<file path="src/rtl/topk_score_buffer.sv">
// Streaming top-K buffer: keeps the DEPTH best-scoring candidates of a pass sorted
// descending, then drains them best first. Optional `TOPK_MIN_SCORE_EN adds a min_score filter.
module topk_score_buffer #(
    parameter int unsigned DEPTH   = 10,
    parameter int unsigned SCORE_W = 8,
    parameter int unsigned TAG_W   = 24
) (
    input  logic                         clk,
    input  logic                         rst,
    input  logic                         clear,
`ifdef TOPK_MIN_SCORE_EN
    input  logic [SCORE_W-1:0]           min_score,
`endif
    input  logic                         in_valid,
    output logic                         in_ready,
    input  logic [SCORE_W-1:0]           in_score,
    input  logic [TAG_W-1:0]             in_tag,
    input  logic                         in_last,
    output logic                         out_valid,
    input  logic                         out_ready,
    output logic [SCORE_W-1:0]           out_score,
    output logic [TAG_W-1:0]             out_tag,
    output logic [$clog2(DEPTH)-1:0]     out_rank,
    output logic [$clog2(DEPTH+1)-1:0]   count,
    output logic                         done
);

    localparam int unsigned RANK_W = $clog2(DEPTH);
    localparam int unsigned CNT_W  = $clog2(DEPTH + 1);

    localparam logic [1:0] ST_IDLE  = 2'd0;
    localparam logic [1:0] ST_FILL  = 2'd1;
    localparam logic [1:0] ST_DRAIN = 2'd2;

    logic [1:0]         state_q, state_d;
    logic [SCORE_W-1:0] score_q [DEPTH];
    logic [SCORE_W-1:0] score_d [DEPTH];
    logic [TAG_W-1:0]   tag_q   [DEPTH];
    logic [TAG_W-1:0]   tag_d   [DEPTH];
    logic [CNT_W-1:0]   count_q, count_d;
    logic [RANK_W-1:0]  rank_q, rank_d;
    logic               done_q, done_d;

    logic               accept;
    logic               eligible;
    logic [CNT_W-1:0]   ins_pos;
    logic               ins_ok;
    logic               drain_hs;
    logic               drain_last;

    assign in_ready  = (state_q != ST_DRAIN);
    assign accept    = in_valid & in_ready & ~clear;
    assign out_valid = (state_q == ST_DRAIN) && (count_q != '0);
    assign out_score = out_valid ? score_q[rank_q] : '0;
    assign out_tag   = out_valid ? tag_q[rank_q] : '0;
    assign out_rank  = rank_q;
    assign count     = count_q;
    assign done      = done_q;

    assign drain_hs   = out_valid & out_ready;
    assign drain_last = (CNT_W'(rank_q) == count_q - CNT_W'(1));

`ifdef TOPK_MIN_SCORE_EN
    assign eligible = (in_score >= min_score);
`else
    assign eligible = 1'b1;
`endif

    // Insertion slot lands after every stored entry whose score is >= the newcomer,
    // so ties keep arrival order and a full buffer rejects scores <= the worst entry.
    always_comb begin
        ins_pos = '0;
        for (int i = 0; i < DEPTH; i++) begin
            if ((CNT_W'(i) < count_q) && (score_q[i] >= in_score)) begin
                ins_pos = ins_pos + CNT_W'(1);
            end
        end
    end

    assign ins_ok = accept & eligible & (ins_pos < CNT_W'(DEPTH));

    always_comb begin
        state_d = state_q;
        count_d = count_q;
        rank_d  = rank_q;
        done_d  = 1'b0;
        score_d = score_q;
        tag_d   = tag_q;

        if (ins_ok) begin
            if (ins_pos == '0) begin
                score_d[0] = in_score;
                tag_d[0]   = in_tag;
            end
            for (int i = 1; i < DEPTH; i++) begin
                if (ins_pos == CNT_W'(i)) begin
                    score_d[i] = in_score;
                    tag_d[i]   = in_tag;
                end else if (ins_pos < CNT_W'(i)) begin
                    score_d[i] = score_q[i-1];
                    tag_d[i]   = tag_q[i-1];
                end
            end
            if (count_q < CNT_W'(DEPTH)) begin
                count_d = count_q + CNT_W'(1);
            end
        end

        case (state_q)
            ST_IDLE, ST_FILL: begin
                rank_d = '0;
                if (accept) begin
                    state_d = in_last ? ST_DRAIN : ST_FILL;
                end
            end
            ST_DRAIN: begin
                if (count_q == '0) begin
                    state_d = ST_IDLE;
                    done_d  = 1'b1;
                end else if (drain_hs) begin
                    if (drain_last) begin
                        state_d = ST_IDLE;
                        done_d  = 1'b1;
                        count_d = '0;
                        rank_d  = '0;
                        for (int i = 0; i < DEPTH; i++) begin
                            score_d[i] = '0;
                            tag_d[i]   = '0;
                        end
                    end else begin
                        rank_d = rank_q + RANK_W'(1);
                    end
                end
            end
            default: begin
                state_d = ST_IDLE;
            end
        endcase

        // Restart wins over everything except reset; any offered candidate is dropped.
        if (clear) begin
            state_d = ST_IDLE;
            count_d = '0;
            rank_d  = '0;
            done_d  = 1'b0;
            for (int i = 0; i < DEPTH; i++) begin
                score_d[i] = '0;
                tag_d[i]   = '0;
            end
        end
    end

    always_ff @(posedge clk) begin
        if (rst) begin
            state_q <= ST_IDLE;
            count_q <= '0;
            rank_q  <= '0;
            done_q  <= 1'b0;
            for (int i = 0; i < DEPTH; i++) begin
                score_q[i] <= '0;
                tag_q[i]   <= '0;
            end
        end else begin
            state_q <= state_d;
            count_q <= count_d;
            rank_q  <= rank_d;
            done_q  <= done_d;
            for (int i = 0; i < DEPTH; i++) begin
                score_q[i] <= score_d[i];
                tag_q[i]   <= tag_d[i];
            end
        end
    end

endmodule

</file>
<file path="config.mk">
export PLATFORM = sky130hd
export DESIGN_NAME = topk_score_buffer
export DESIGN_NICKNAME = d
export VERILOG_FILES = /design/src/rtl/topk_score_buffer.sv
export SDC_FILE = /design/constraint.sdc
export NUM_CORES = 1
export LEC_CHECK = 0
export ABC_CLOCK_PERIOD_IN_PS = 13450
export CAP_MARGIN = 30
export CORE_MARGIN = 2
export CORE_UTILIZATION = 35
export DETAILED_ROUTE_END_ITERATION = 16
export GPL_TIMING_DRIVEN = 0
export HOLD_SLACK_MARGIN = 0.1
export PLACE_DENSITY_LB_ADDON = 0.25
export SLEW_MARGIN = 25
export SYNTH_ARGS = -nofsm -noshare
export SYNTH_HDL_FRONTEND = slang
export SYNTH_SLANG_ARGS = --single-unit
</file>
<file path="constraint.sdc">
create_clock -name clk -period 13.45 [get_ports clk]
set_clock_uncertainty 0.15 [all_clocks]
set_input_delay 2.69 -clock clk [delete_from_list [all_inputs] [get_ports clk]]
set_output_delay 2.69 -clock clk [all_outputs]
set_load 0.02 [all_outputs]
</file>
==> impl.org <==
** Die
- Placeable core region :: 53900 um2
- Io pins :: 81
- # rows :: 85
- Floorplan die height :: 238 um
- Initial standard-cell utilization of the core :: 0.355
- The floorplan step set the die width to 238 um.
- Area of the die :: 56600 um2

** GRT
- For this run, global-route usage on met3 was measured as 0.0611.
- All-layer global routing usage :: 0.256
- First-pass GRT wire length :: 110000 um
- For met2 alone, demand over resource in global routing was 0.407.
- The number of global-route vias before repair is 16.9k.
- Gr busiest metal :: met2
- After global routing the overflow that remains totals 0.
- Pin count of the biggest net entering global routing :: 14
- GR met1 Demand/Resource :: 0.347
- Initial antenna violation count :: 0

** STA
- Accumulated negative setup slack :: 0 ns
- Worst max-slew margin expressed relative to the limit :: 0.295
- Once routing completed, OpenROAD measured the worst setup slack at 0.462 ns.
- Number of hold-slack violations in the final timing report :: 0
- For the pin with the worst max-slew slack, the measured transition is 1.06 ns.
- Share of the cycle needed by the critical path after routing :: 0.966
- The smallest clock period supported by the final layout is computed as 12.99 ns.
- Highest Clock Rate :: 77.0 MHz
- Slew Limit Fails :: 0
- Setup repair after global routing left no endpoint under its margin.
- Setup violations remaining at the end of the flow were counted as 0.

** Logic synthesis
- Largest cells by area after synthesis :: dfxtp_1 (35%), mux2i_1 (7.9%), mux4_2 (7.5%)
- The synthesized netlist contains 81 unique library cells.
- Sorting the synthesized cells by how often they occur yields dfxtp_1 (331), nor2_1 (209), mux2i_1 (151), a21oi_1 (137), o21ai_0 (134).
- Counting flops with a built-in enable in the synthesized netlist gives 0.
- Number of synthesis warnings :: 0
- Gate count after technology mapping :: 2148
- Top-count cell post-synth :: dfxtp_1
- Area share of the largest cell type after synthesis :: 0.346
- The biggest area contributor in the post-synthesis netlist is dfxtp_1.
- Averaged over all synthesized cells, the footprint is 8.91 um2.
- The most used flip-flop cell after synthesis is dfxtp_1.
- In this run, synthesis produced a sequential element count of 331.
- Synth Cell Area :: 19100 um2
- The number of nets handed over by synthesis was 2279.
- For this run, the register share of the synthesized area comes to 0.346.
- Of all flip-flops after synthesis, the portion carrying an async set or reset was 0.

** Worst setup path
- STA classifies the critical path endpoint as a flop.
- Grouping stages by cell kind, the critical path spends the most delay in adder cells.
- Kind of critical path :: input port to flop
- CP Max Fanout :: 13
- Data arrival time at the worst-slack endpoint :: 13.21 ns
- Required arrival time at the worst endpoint :: 13.67 ns
- The worst setup path is launched from an input port.
- In this design, the critical path's most frequently occurring cell is ha_1.
- Delay of the slowest cell on the worst path :: 0.81 ns
- The critical path contains buffers and inverters numbering 6 combined.
- Critical path's slowest cell :: clkdlybuf4s50_1

** Clock network
- In this run the post-CTS setup repair buffer count came out at 0.
- CTS tree :: built
- CTS buffer count :: 39
- CTS clock-pin slew for the worst setup and hold paths :: 0.06 ns
- Root buffer cell :: clkbuf_16
- For the worst-skew pair, the clock arrives at the later sink with an insertion delay of 0.55 ns.
- CTS Sinks :: 331
- In this run the number of H-tree levels came out at 2.
- # hold bufs at CTS :: 0
- Maximum root-to-sink buffer count :: 3

** Routing
- The first TritonRoute pass finished after 8 iterations.
- In this run, the number of DRC markers left after iteration 0 of detailed routing was 2036.
- The detail route stage leaves a number of antenna-violating nets equal to 0.
- After detailed routing, the average wire length per cell comes to 25.1 um.
- Via Count :: 18.0k
- In the routed design, unresolved DRC markers number 0.
- In the routed layout, each cell is associated on average with a via count of 6.07.
- Total Wirelength :: 74100 um

** Finish
- Footprint of the flip-flops and latches :: 6630 um2
- Final standard cell count with taps included and fillers excluded :: 2956
- The multi-input combinational cells in the finished layout cover a total of 11400 um2.
- Antenna Cells :: 0
- Fillcell total :: 5316
- Layout Utilization :: 0.402
- Proportion of layout cells with a drive suffix above 1 :: 0.101
- Relative to the synthesized area, the layout overhead comes to 13.4%.
- The final layout contains 2375 nets.

** Placed design
- Number of placed instances, taps included :: 2898
- Routability Congestion :: 0.960
- After legalization and detailed placement, the total HPWL measured 56200 um.
- At the placement stage, the worst setup path has a slack of -0.195 ns.
- Port buffering added 52 buffers.

** Power and ir drop
- In this run the static leakage power is 7.78 nW.
- In this run the power density over the cells is 103 nW/um2.
- The design draws 2.23 mW.
- The worst-case IR drop observed on VDD is 0.0000747 V.

** Outcome
- The flow ran to the end, and the final reports show no timing, DRC or antenna violations.

** Run
- Across the run, the number of max-cap violations was 0.

** Min path
- The path class of the tightest hold or removal check is flop to flop.
[report_power, final]
part           total [mW]  switching, mW  internal, mW
clock network       0.989          0.431         0.558
logic               0.215          0.149        0.0661
registers            1.02         0.0213          1.00
[flip-flops by register name, indices dropped and copies added (netlist names)]
signal and count:
score_q 80, tag_q 240, count 4, done 1, out_rank 4, state_q 2
[path summary, 6_finish.rpt]
path | startpoint | end | slack (ns) | depth (start not counted)
max | in_score[2] | tag_q[208]$_SDFF_PP0_ | 0.46 | 44
min | tag_q[16]$_SDFF_PP0_ | tag_q[16]$_SDFF_PP0_ | 0.30 | 2
max reg2reg | score_q[72]$_SDFF_PP0_ | tag_q[208]$_SDFF_PP0_ | 3.33 | 45
min reg2reg | tag_q[16]$_SDFF_PP0_ | tag_q[16]$_SDFF_PP0_ | 0.30 | 2
[stage by stage]
| stage | area (um2) | hold WS (ns) |
|---|---|---|
| 3_3_place_gp | 20500 | 0.286 |
| 4_1_cts | 21700 | 0.300 |
| 6_report | 21700 | 0.299 |
| 3_5_place_dp | 20600 | 0.292 |
| 5_1_grt | 21700 | 0.317 |
| 2_1_floorplan | 19100 | 0.280 |
[worst reg2reg max path: cells and delay by family (launching register included)]
kind	cells	cell delay, ns
DFF	1	0.41
and+or+nand+nor	15	2.31
adders and majority gates	9	2.62
buffers and inverters	5	1.51
AOI/OAI and AO/OA	14	2.44
muxes	2	0.51
[layout by cell type, fill, tap and decap left out, types with 13 or more instances in the layout]
cell             Yosys  final
and2_1              38     38
clkbuf_16            0     39
inv_1               48     48
nand2_1            128    128
clkbuf_1           123    123
buf_2               51     51
nand3_1             75     75
o22ai_1             64     64
nand2b_1            25     25
or3_1               27     27
mux2i_1            151    151
ha_1                93     93
o2bb2ai_1           33     33
dfxtp_1            331    331
o21ai_0            134    134
clkdlybuf4s50_1      0     52
xnor2_1             18     18
a21oi_1            137    137
a221oi_1            13     13
mux4_2              64     64
a22oi_1             95     95
buf_1               26     25
a211oi_1           121    121
nor2_1             209    209
[cell families (layout without fill, tap and decap cells)]
group | count (synthesis) | in the layout | synth area share
AO/OA/AOI/OAI | 666 | 666 | 0.230
XOR/XNOR | 29 | 29 | 0.0165
adder cells (fa/ha/maj) | 93 | 93 | 0.0608
buffers and inverters | 260 | 372 | 0.0569
flip-flops | 331 | 331 | 0.346
multiplexers | 216 | 216 | 0.155
AND/OR/NAND/NOR | 553 | 553 | 0.135
[routing by layer]
metal	share of wire	vias to the layer above
li1	-	8123
met1	0.42	8771
met2	0.45	927
met3	0.10	133
met4	0.026	0
met5	0	-
[area by class of cell]
class	instances	area share
Clock inverter	7	0.00213
Sequential cell	331	0.305
Buffer	212	0.0422
Multi-Input combinational cell	1557	0.527
Tap cell	696	0.0401
Clock buffer	50	0.0496
Timing Repair Buffer	55	0.0255
Inverter	48	0.00830
[what timing repair did]
action	4_1_cts	5_1_grt
hold endpoints to repair	0	0
gates resized for setup	0	9
endpoints found under the setup margin	0	12
Power figures use the tool's default switching activity.
